`src/rtl/uart_pkg.sv`:
```
// ============================================================================
// Module   : uart_pkg
// Brief    : Shared UART controller types, status widths and helpers
// Revision : 1.0 - initial release
// ============================================================================
`default_nettype none

package uart_pkg;

    typedef enum logic [1:0] {
        ST_IDLE   = 2'd0,
        ST_ACTIVE = 2'd1,
        ST_DRAIN  = 2'd2
    } uartState_t;

    localparam int c_DATA_W     = 8;
    localparam int c_ERR_CNT_W  = 8;
    localparam int c_IDLE_CNT_W = 16;

    function automatic logic [c_ERR_CNT_W-1:0] satInc(input logic [c_ERR_CNT_W-1:0] value);
        return (&value) ? value : value + c_ERR_CNT_W'(1);
    endfunction

endpackage

`default_nettype wire

```
`src/rtl/uart_sync_fifo.sv`:
```
// ============================================================================
// Module   : uart_sync_fifo
// Brief    : Single-clock first-word-fall-through FIFO, power-of-2 depth
// Revision : 1.0 - initial release
// ============================================================================
`default_nettype none

module uart_sync_fifo #(
    parameter int Depth = 8,
    parameter int Width = 8
) (
    input  logic                    clk,
    input  logic                    reset,
    input  logic                    pushEn,
    input  logic [Width-1:0]        pushData,
    input  logic                    popEn,
    output logic [Width-1:0]        headData,
    output logic [$clog2(Depth):0]  count,
    output logic                    full,
    output logic                    empty
);

    localparam int c_PTR_W = $clog2(Depth);
    localparam logic [c_PTR_W:0] c_FULL = (c_PTR_W+1)'(Depth);

    logic [Width-1:0]   r_mem [Depth];
    logic [c_PTR_W-1:0] r_wrPtr;
    logic [c_PTR_W-1:0] r_rdPtr;
    logic [c_PTR_W:0]   r_count;
    logic               w_push;
    logic               w_pop;

    assign empty = (r_count == '0);
    assign full  = (r_count == c_FULL);
    assign count = r_count;

    // A full FIFO still accepts a write when the head leaves in the same cycle.
    assign w_pop  = popEn && !empty;
    assign w_push = pushEn && (!full || w_pop);

    assign headData = empty ? '0 : r_mem[r_rdPtr];

    always_ff @(posedge clk) begin
        if (w_push) begin
            r_mem[r_wrPtr] <= pushData;
        end
    end

    always_ff @(posedge clk or posedge reset) begin
        if (reset) begin
            r_wrPtr <= '0;
            r_rdPtr <= '0;
            r_count <= '0;
        end else begin
            if (w_push) begin
                r_wrPtr <= r_wrPtr + c_PTR_W'(1);
            end
            if (w_pop) begin
                r_rdPtr <= r_rdPtr + c_PTR_W'(1);
            end
            case ({w_push, w_pop})
                2'b10:   r_count <= r_count + (c_PTR_W+1)'(1);
                2'b01:   r_count <= r_count - (c_PTR_W+1)'(1);
                default: r_count <= r_count;
            endcase
        end
    end

endmodule

`default_nettype wire

```
`src/rtl/uart_rx_ctrl.sv`:
```
// ============================================================================
// Module   : uart_rx_ctrl
// Brief    : UART receive controller: enable FSM, RX FIFO, status, idle timeout
// Revision : 1.0 - initial release
// ============================================================================
`default_nettype none

module uart_rx_ctrl
    import uart_pkg::*;
#(
    parameter int Depth         = 8,
    parameter int TimeoutCycles = 160
) (
    input  logic                    clk,
    input  logic                    reset,
    input  logic                    enable,
    input  logic                    rxDone,
    input  logic                    rxErr,
    input  logic [c_DATA_W-1:0]     rxData,
    output logic [c_DATA_W-1:0]     outData,
    output logic                    outValid,
    input  logic                    outReady,
    output logic [$clog2(Depth):0]  count,
    output logic                    overrun,
    output logic [c_ERR_CNT_W-1:0]  frameErrCount,
    output logic                    idleTimeout,
    input  logic                    clearStatus
);

    localparam int c_CNT_W = $clog2(Depth) + 1;
    localparam logic [c_IDLE_CNT_W-1:0] c_TIMEOUT = c_IDLE_CNT_W'(TimeoutCycles);

    uartState_t              r_state;
    logic                    r_overrun;
    logic [c_ERR_CNT_W-1:0]  r_frameErrCnt;
    logic [c_IDLE_CNT_W-1:0] r_idleCnt;
    logic                    r_idleTimeout;

    logic w_active;
    logic w_pushReq;
    logic w_pop;
    logic w_full;
    logic w_empty;
    logic w_drop;
    logic w_errEvt;
    logic w_drainDone;

    assign w_active    = (r_state == ST_ACTIVE);
    assign w_pushReq   = w_active && rxDone && !rxErr;
    assign w_pop       = outValid && outReady;
    assign w_drop      = w_pushReq && w_full && !w_pop;
    assign w_errEvt    = w_active && rxErr;
    assign w_drainDone = w_empty || ((count == c_CNT_W'(1)) && w_pop);

    assign outValid      = !w_empty;
    assign overrun       = r_overrun;
    assign frameErrCount = r_frameErrCnt;
    assign idleTimeout   = r_idleTimeout;

    uart_sync_fifo #(
        .Depth (Depth),
        .Width (c_DATA_W)
    ) u_fifo (
        .clk      (clk),
        .reset    (reset),
        .pushEn   (w_pushReq),
        .pushData (rxData),
        .popEn    (w_pop),
        .headData (outData),
        .count    (count),
        .full     (w_full),
        .empty    (w_empty)
    );

    always_ff @(posedge clk or posedge reset) begin
        if (reset) begin
            r_state       <= ST_IDLE;
            r_overrun     <= 1'b0;
            r_frameErrCnt <= '0;
            r_idleCnt     <= '0;
            r_idleTimeout <= 1'b0;
        end else begin
            unique case (r_state)
                ST_IDLE: begin
                    if (enable) begin
                        r_state <= ST_ACTIVE;
                    end
                end
                ST_ACTIVE: begin
                    if (!enable) begin
                        r_state <= ST_DRAIN;
                    end
                end
                ST_DRAIN: begin
                    if (enable) begin
                        r_state <= ST_ACTIVE;
                    end else if (w_drainDone) begin
                        r_state <= ST_IDLE;
                    end
                end
                default: r_state <= ST_IDLE;
            endcase

            // Software clear wins over any status event landing in the same cycle.
            if (clearStatus) begin
                r_overrun     <= 1'b0;
                r_frameErrCnt <= '0;
            end else begin
                if (w_drop) begin
                    r_overrun <= 1'b1;
                end
                if (w_errEvt) begin
                    r_frameErrCnt <= satInc(r_frameErrCnt);
                end
            end

            // Counter parks at the threshold so each idle period yields one pulse.
            if (w_pushReq || w_empty) begin
                r_idleCnt     <= '0;
                r_idleTimeout <= 1'b0;
            end else if (w_active && (r_idleCnt != c_TIMEOUT)) begin
                r_idleCnt     <= r_idleCnt + c_IDLE_CNT_W'(1);
                r_idleTimeout <= ((r_idleCnt + c_IDLE_CNT_W'(1)) == c_TIMEOUT);
            end else begin
                r_idleTimeout <= 1'b0;
            end
        end
    end

endmodule

`default_nettype wire

```
`config.mk`:
```
export PLATFORM = sky130hd
export DESIGN_NAME = uart_rx_ctrl
export DESIGN_NICKNAME = d
export VERILOG_FILES = /design/src/rtl/uart_pkg.sv /design/src/rtl/uart_sync_fifo.sv /design/src/rtl/uart_rx_ctrl.sv
export SDC_FILE = /design/constraint.sdc
export NUM_CORES = 1
export LEC_CHECK = 0
export ABC_AREA = 1
export CORE_MARGIN = 2
export CORE_UTILIZATION = 45
export DETAILED_ROUTE_END_ITERATION = 10
export GPL_ROUTABILITY_DRIVEN = 0
export PLACE_DENSITY = 0.62
export REMOVE_ABC_BUFFERS = 1
export SYNTH_ARGS = -nofsm -noshare
export SYNTH_HDL_FRONTEND = slang
export SYNTH_SLANG_ARGS = --single-unit
```
`constraint.sdc`:
```
create_clock -name clk -period 3.8 [get_ports clk]
set_input_delay 0.38 -clock clk [delete_from_list [all_inputs] [get_ports clk]]
set_output_delay 0.38 -clock clk [all_outputs]
set_load 0.02 [all_outputs]
```
# Word-level counts from Yosys, hierarchy flattened
# Memory sizes are Yosys's and may differ from the RTL's.
# Cells that the tools add are included.
# word_totals
regBits	38
mem_bits_rw	64
output_inout_bits	23
word_cells	71
mem_count	1
# op_classes
n_addsub	6
n_eq_ne	12
n_mux	18
reduce_logical	26
# mem_list
memory	words	word_bits	read_ports	rd_clocked_by_memory_dff	wr	line	rtl
u_fifo.r_mem	8	8	1	0	1	uart_sync_fifo.sv:26	logic [Width-1:0] r_mem [Depth];
# op_table
op	count
16-bit two-way mux	2
8-bit two-way mux	4
16-bit by 1-bit adder with 16-bit output (second input constant)	1
16-bit by 8-bit == test with 1-bit output (second input constant)	1
16-bit by 8-bit inequality test with 1-bit output (second input constant)	1
1-bit logical AND	10
8-bit by 1-bit adder with 8-bit output (second input constant)	1
2-bit two-way mux	4
4-bit one-hot mux with 2 select lines	1
8-bit AND reduction	1
2-bit nonzero test	4
3-bit by 1-bit adder with 3-bit output (second input constant)	2
1-bit two-way mux	6
2-bit inequality test (second input constant)	3
2-bit one-hot mux with 3 select lines	1
4-bit by 1-bit adder with 4-bit output (second input constant)	1
2-bit by 1-bit == test with 1-bit output (second input constant)	2
2-bit == test (second input constant)	2
4-bit by 1-bit == test with 1-bit output (second input constant)	1
4-bit == test (second input constant)	1
1-bit zero test	4
4-bit zero test	1
4-bit by 1-bit subtractor with 4-bit output (second input constant)	1
1-bit logical OR	3
other kinds (4)	4

# Depth between registers and ports, before layout
# logic_depth
word_depth	8
ltp_mapped	10

# Hierarchy
# Synthesis repeated with hierarchy kept, for this count alone.
# hier_totals
hier_cells	526
area_unflattened_um2	5004.8
# modules_own_cells
mod	instances	cells_per_inst	area_each_um2	seq_area_each_um2
uart_sync_fifo	1	271	3205.6	2172.1
uart_rx_ctrl	1	255	1799.2	700.7

# Worst setup path after synthesis
# No wires, ideal clock.
# synth_timing
path_type	register to output
startpoint	register u_fifo.r_count[0] (netlist: u_fifo.count[0])
endpoint	output outData[0]
arrival_time_ns	1.864
required_ns	3.420
path_slack_ns	1.556
stages_incl_launch_ff	7
path_buffers	1
cell_sequence	dfrtp_1 > inv_1 > ha_1 > nand3_1 > clkbuf_1 > o21ai_0 > a31oi_1
# synth_via
elab_chain_cells	2
# synth_rtl
item	line	rtl
from (decl)	uart_sync_fifo.sv:29	logic [c_PTR_W:0] r_count;
from (signal assigned)	uart_sync_fifo.sv:62	2'b10: r_count <= r_count + (c_PTR_W+1)'(1);
from (signal assigned)	uart_sync_fifo.sv:63	2'b01: r_count <= r_count - (c_PTR_W+1)'(1);
from (signal assigned)	uart_sync_fifo.sv:64	default: r_count <= r_count;
4-bit zero test	uart_sync_fifo.sv:33	assign empty = (r_count == '0);
8-bit two-way mux	uart_sync_fifo.sv:41	assign headData = empty ? '0 : r_mem[r_rdPtr];
to (decl)	uart_rx_ctrl.sv:20	output logic [c_DATA_W-1:0] outData,
# Every way passes these cells.

# Final worst setup path
# layout_timing
startpoint	register u_fifo.r_count[0] (netlist: u_fifo.count[0])
endpoint	output outData[3]
# Same word-level chain as after synthesis.

==> flow_metrics.py <==
metrics = {
    "outcome": {
        "outcome": "finished clean",
    },
    "timing": {
        "clock.fmax_ghz": 0.328,
        "finalCriticalPeriod_ns": 3.05,
        "tns_ns": 0,
        "whs_ns": 0.376,
        "finalHoldViolations": 0,
        "rsz0062_at_grt": "false",
        "slew_headroom_pct": 44.8,
        "finalMaxSlewViolations": 0,
        "post-route-period-util_pct": 80.2,
        "skew_ns": 0.0116,
        "fin_ws_ns": 0.752,
        "final-setup-viol-count": 0,
        "tightest_slew_ns": 0.825,
    },
    "setup_path": {
        "rrSetupSlack_ns": 1.27,
        "critPathRequiredTime_ns": 3.42,
        "end_kind": "output port",
        "criticalPathCategory": "register to output port",
        "critPathLaunchType": "register",
        "arrival_ns": 2.67,
        "worstRegToRegCells": 9,
        "critPathMaxFanout": 12,
    },
    "detailed_routing": {
        "via_per_inst": 5.10,
        "wl_per_cell_um": 14.4,
        "vias": 3617,
        "drc": 0,
        "first_pass_iters": 6,
        "ant_nets": 0,
        "totalWireLength_um": 10200,
        "initialDrtViolationCount": 235,
    },
    "global_route": {
        "grt_usage_pct": 18.7,
        "overflow": 0,
        "grt_pass1_wl_um": 17000,
        "grt_pass1_vias": 3525,
        "antenna_found_initial": 0,
        "grt_max_degree": 35,
    },
    "floorplan": {
        "die-height_um": 109,
        "io_pins": 38,
        "die_area_um2": 11800,
        "num_rows": 38,
        "die_w_um": 109,
        "start_util_pct": 45.9,
        "coreArea_um2": 10700,
    },
    "final_layout": {
        "layout_common_cells": "nand2_1 (95), nor2_1 (91), edfxtp_1 (64), o21ai_0 (60)",
        "multiInputGateArea_um2": 1810,
        "fin_util_pct": 52.7,
        "final_nets": 588,
        "syn_to_final_growth_pct": 14.8,
        "drive_gt1_share_pct": 9.14,
        "register_area_um2": 2870,
        "layout_commonest_cell": "nand2_1",
        "fillers": 984,
        "antenna_cells": 0,
    },
    "cts": {
        "tritoncts": "yes",
        "cts_buffer_depth": 2,
        "clk_pin_slew_ns": 0.11,
        "insertion_delay_ns": 0.37,
        "cts_max_level": 3,
        "clock-sinks": 102,
        "cts.repair.resized": 0,
        "cts-hold-fix-buffers": 0,
        "numCtsBuffers": 9,
        "cts_root_buf": "clkbuf_8",
        "cts_setup_buffers": 0,
    },
    "placed_design": {
        "dp_hpwl_um": 6800,
        "place_ws_ns": 1.18,
        "portBuffers": 37,
    },
    "power": {
        "leakagePower_nw": 2.20,
        "powerDensity_nw_per_um2": 588,
        "fin_total_pwr_w": 0.00333,
        "ir_drop_v": 0.000422,
    },
    "yosys": {
        "synth_seq_cells": 102,
        "syn_area_per_cell_um2": 9.41,
        "async_flop_share_pct": 37.3,
        "seq_area_frac_synth_pct": 58.3,
        "yosys_warnings": 0,
        "syn_inst": 524,
        "syn-cell-area_um2": 4930,
        "synth_edf_count": 64,
        "synth_cell_type_count": 36,
        "synth_flop_cell": "edfxtp_1",
    },
    "job": {
        "cap_violations": 0,
    },
    "min_path": {
        "hold_class": "input port to async pin",
    },
}
[final cells by class]
| class | count | share of cell area (%) |
|---|---|---|
| clock buffers | 9 | 2.19 |
| clock inverters | 7 | 1.57 |
| flip-flops and latches | 102 | 50.7 |
| multi-input cells | 362 | 31.9 |
| inverters | 44 | 2.92 |
| well taps | 140 | 3.09 |
| repair buffers | 45 | 7.60 |
[cell usage after synthesis (all sizes together), types with 3 or more instances]
master,count,area (um2)
nand2,102,405
nor2,98,405
edfxtp,64,1920
o21ai,62,310
inv,43,161
nand3,39,205
dfrtp,38,951
buf,12,72.6
a21oi,9,45.0
a31oi,9,71.3
ha,9,113
nand4,8,56.3
nor3,5,30.0
xor2,5,43.8
clkbuf,4,15.0
or2,4,25.0
xnor2,4,35.0
nand3b,3,22.5
[logic make-up (layout without fill, tap and decap cells)]
group                      after synthesis  after routing  synth area share, %
AOI/OAI and AO/OA                       83             83                 9.13
xor gates and xnor gates                 9              9                 1.60
adders and majority gates                9              9                 2.28
buffers and inverters                   60            105                 5.13
DFF                                    102            102                 58.3
and+or+nand+nor                        261            261                 23.6
[metal layers]
metal,vias up,track usage [%],share of wire [%]
met3,11,3.89,3.6
met4,0,4.30,1.1
met5,-,0,0
met1,1701,24.2,46
li1,1839,-,-
met2,66,32.3,49
[registers in the layout (all words and copies together) (netlist names)]
name / count
u_fifo.r_rdPtr: 3
r_idleCnt: 16
r_state: 2
u_fifo.r_wrPtr: 3
u_fifo.count: 4
overrun: 1
frameErrCount: 8
idleTimeout: 1
u_fifo.r_mem: 64
[worst paths after layout]
| path | start | endpoint |
|---|---|---|
| worst min-delay path | reset | r_idleCnt[4] |
| min in group clk | r_state[0] | r_state[0] |
| max in group asynchronous | reset | u_fifo.count[1] |
| worst min register to register | r_state[0] | r_state[0] |
| worst max-delay path | u_fifo.count[0] | outData[3] |
| worst max register to register | u_fifo.count[0] | u_fifo.count[3] |
[stage by stage]
step / instances / area [um2]
after CTS: 709 / 5660
after floorplan: 508 / 4840
after detailed placement: 693 / 5450
after global placement: 693 / 5450
after global routing: 709 / 5660
final: 709 / 5660
[power by group]
part	switching (W)	leakage [nW]	internal (W)	total (W)
clock network	0.000405	0.106	0.000322	0.000727
logic	0.000756	1.02	0.000480	0.00124
registers	0.0000897	1.08	0.00127	0.00136
total	0.00125	2.20	0.00208	0.00333
[critical path, cell delays in order (launching register included)]
cell and delay (ns):
dfrtp_1 0.44, inv_1 0.10, ha_1 0.23, nand3_1 0.40
o21ai_0 0.24, a31oi_1 0.26, clkdlybuf4s50_1 0.65
Power figures use the tool's default switching activity.
==> variant (same settings) <==
`c_ERR_CNT_W`: 8 -> 10.
--- a/src/rtl/uart_pkg.sv
+++ b/src/rtl/uart_pkg.sv
@@ -14,7 +14,7 @@
     } uartState_t;
 
     localparam int c_DATA_W     = 8;
-    localparam int c_ERR_CNT_W  = 8;
+    localparam int c_ERR_CNT_W  = 10;
     localparam int c_IDLE_CNT_W = 16;
 
     function automatic logic [c_ERR_CNT_W-1:0] satInc(input logic [c_ERR_CNT_W-1:0] value);
Ports: changed (resized frameErrCount); port bits go from 38 to 40. The function was not compared with the original's and may differ.
==> variant against the original RTL <==
- area after synthesis is 2.0% higher
- core utilization is 0.23 points higher
- setup slack worse by 0.059 ns
- cell area is 1.8% higher
- clock skew is 0.0032 ns higher
- sequential power is 3% higher
- first-iteration DRC count is 17% lower
- wire length is 4.8% higher
- fmax is 1.9% lower
- total power is 0.23% higher
- sequential cell count is 2 higher
- via count is 1.9% higher
==> variant: results <==
[timing]
worst-slew-pin-transition_ns = 0.9055
hold_ws_ns = 0.4419
final.setup_skew_ns = 0.01486

[final_layout]
multi_input_cells = 360
layout-area-overhead-vs-synth_pct = 14.52
area.sequential_sq_um = 2923
sequential_cell_total = 104
multi_input_gate_share_of_total_cell_area = 0.3183
final_nets = 595
post_layout_nonfiller_instances = 716

[global_route]
grt_util_all_layers = 0.1874
grt_util_met3 = 0.03497
grt_util_met2 = 0.3267
wire_length_of_the_first_global_routing_pass_um = 17170

[die]
die_area_sq_um = 12040

[pwr]
power_report.internal_total_mw = 2.038
p_leak_nw = 2.207

[synth]
synth.distinct_cells = 33

[placed_design]
place.detailed.hpwl_um = 7474
number_of_port_buffers = 39
pre_cts_ws_ns = 1.038

[route]
totalWireLength_um = 10670

[critical_path]
critical-path-slowest-cell = "dfrtp_1"
max_fanout_on_critical_path = 19

[outcome]
outcome = "complete, no violations"
-- variant: cell types whose count changed in the layout (fill, tap and decap cells not counted), moves of 4 or more --
cell and delta:
nand3_1 -13, a21oi_1 -4, inv_1 +6, o21ai_2 +10, nand2_1 -10, nor2_1 +8, nand4_1 +6
-- variant: power groups by stage --
stage	clock network (mW)	logic (mW)	registers, mW
3_3_place_gp	0	1.24	1.42
5_1_grt	0.741	1.39	1.42
4_1_cts	0.697	1.27	1.40
2_1_floorplan	0	0.713	1.47
3_5_place_dp	0	1.26	1.42
6_report	0.680	1.25	1.40
-- variant: layer usage --
layer / routed length, um / part of all wire / up-vias
met5: 0 / 0 / -
met4: 58 / 0.0054 / 0
met3: 409 / 0.038 / 6
met2: 5367 / 0.50 / 86
met1: 4838 / 0.45 / 1735
li1: - / - / 1858
-- variant: cells by family (layout without fill, tap and decap cells) --
kind of cell	after synthesis	in the layout	synth area share
and+or+nand+nor	248	248	0.2213
buffers and inverters	65	112	0.05446
adders and majority gates	9	9	0.02238
DFF	104	104	0.5809
xor gates and xnor gates	10	10	0.01741
AOI/OAI and AO/OA	93	93	0.1035
-- variant: worst max-delay path: cells and delay by family (launching register included) --
family | cells | cell delay, ns
DFF | 1 | 0.73
AOI/OAI and AO/OA | 2 | 0.33
and+or+nand+nor | 1 | 0.19
buffers and inverters | 2 | 1.11
-- variant: worst paths after layout --
path	startpoint	endpoint	cells past startpoint
min in group clk	r_state[0]	r_state[0]	1
min	reset	r_idleCnt[13]	3
max	u_fifo.r_rdPtr[1]	outData[3]	5
min reg2reg	r_state[0]	r_state[0]	1
max in group asynchronous	reset	r_idleCnt[0]	3
max reg2reg	u_fifo.count[0]	u_fifo.count[3]	9
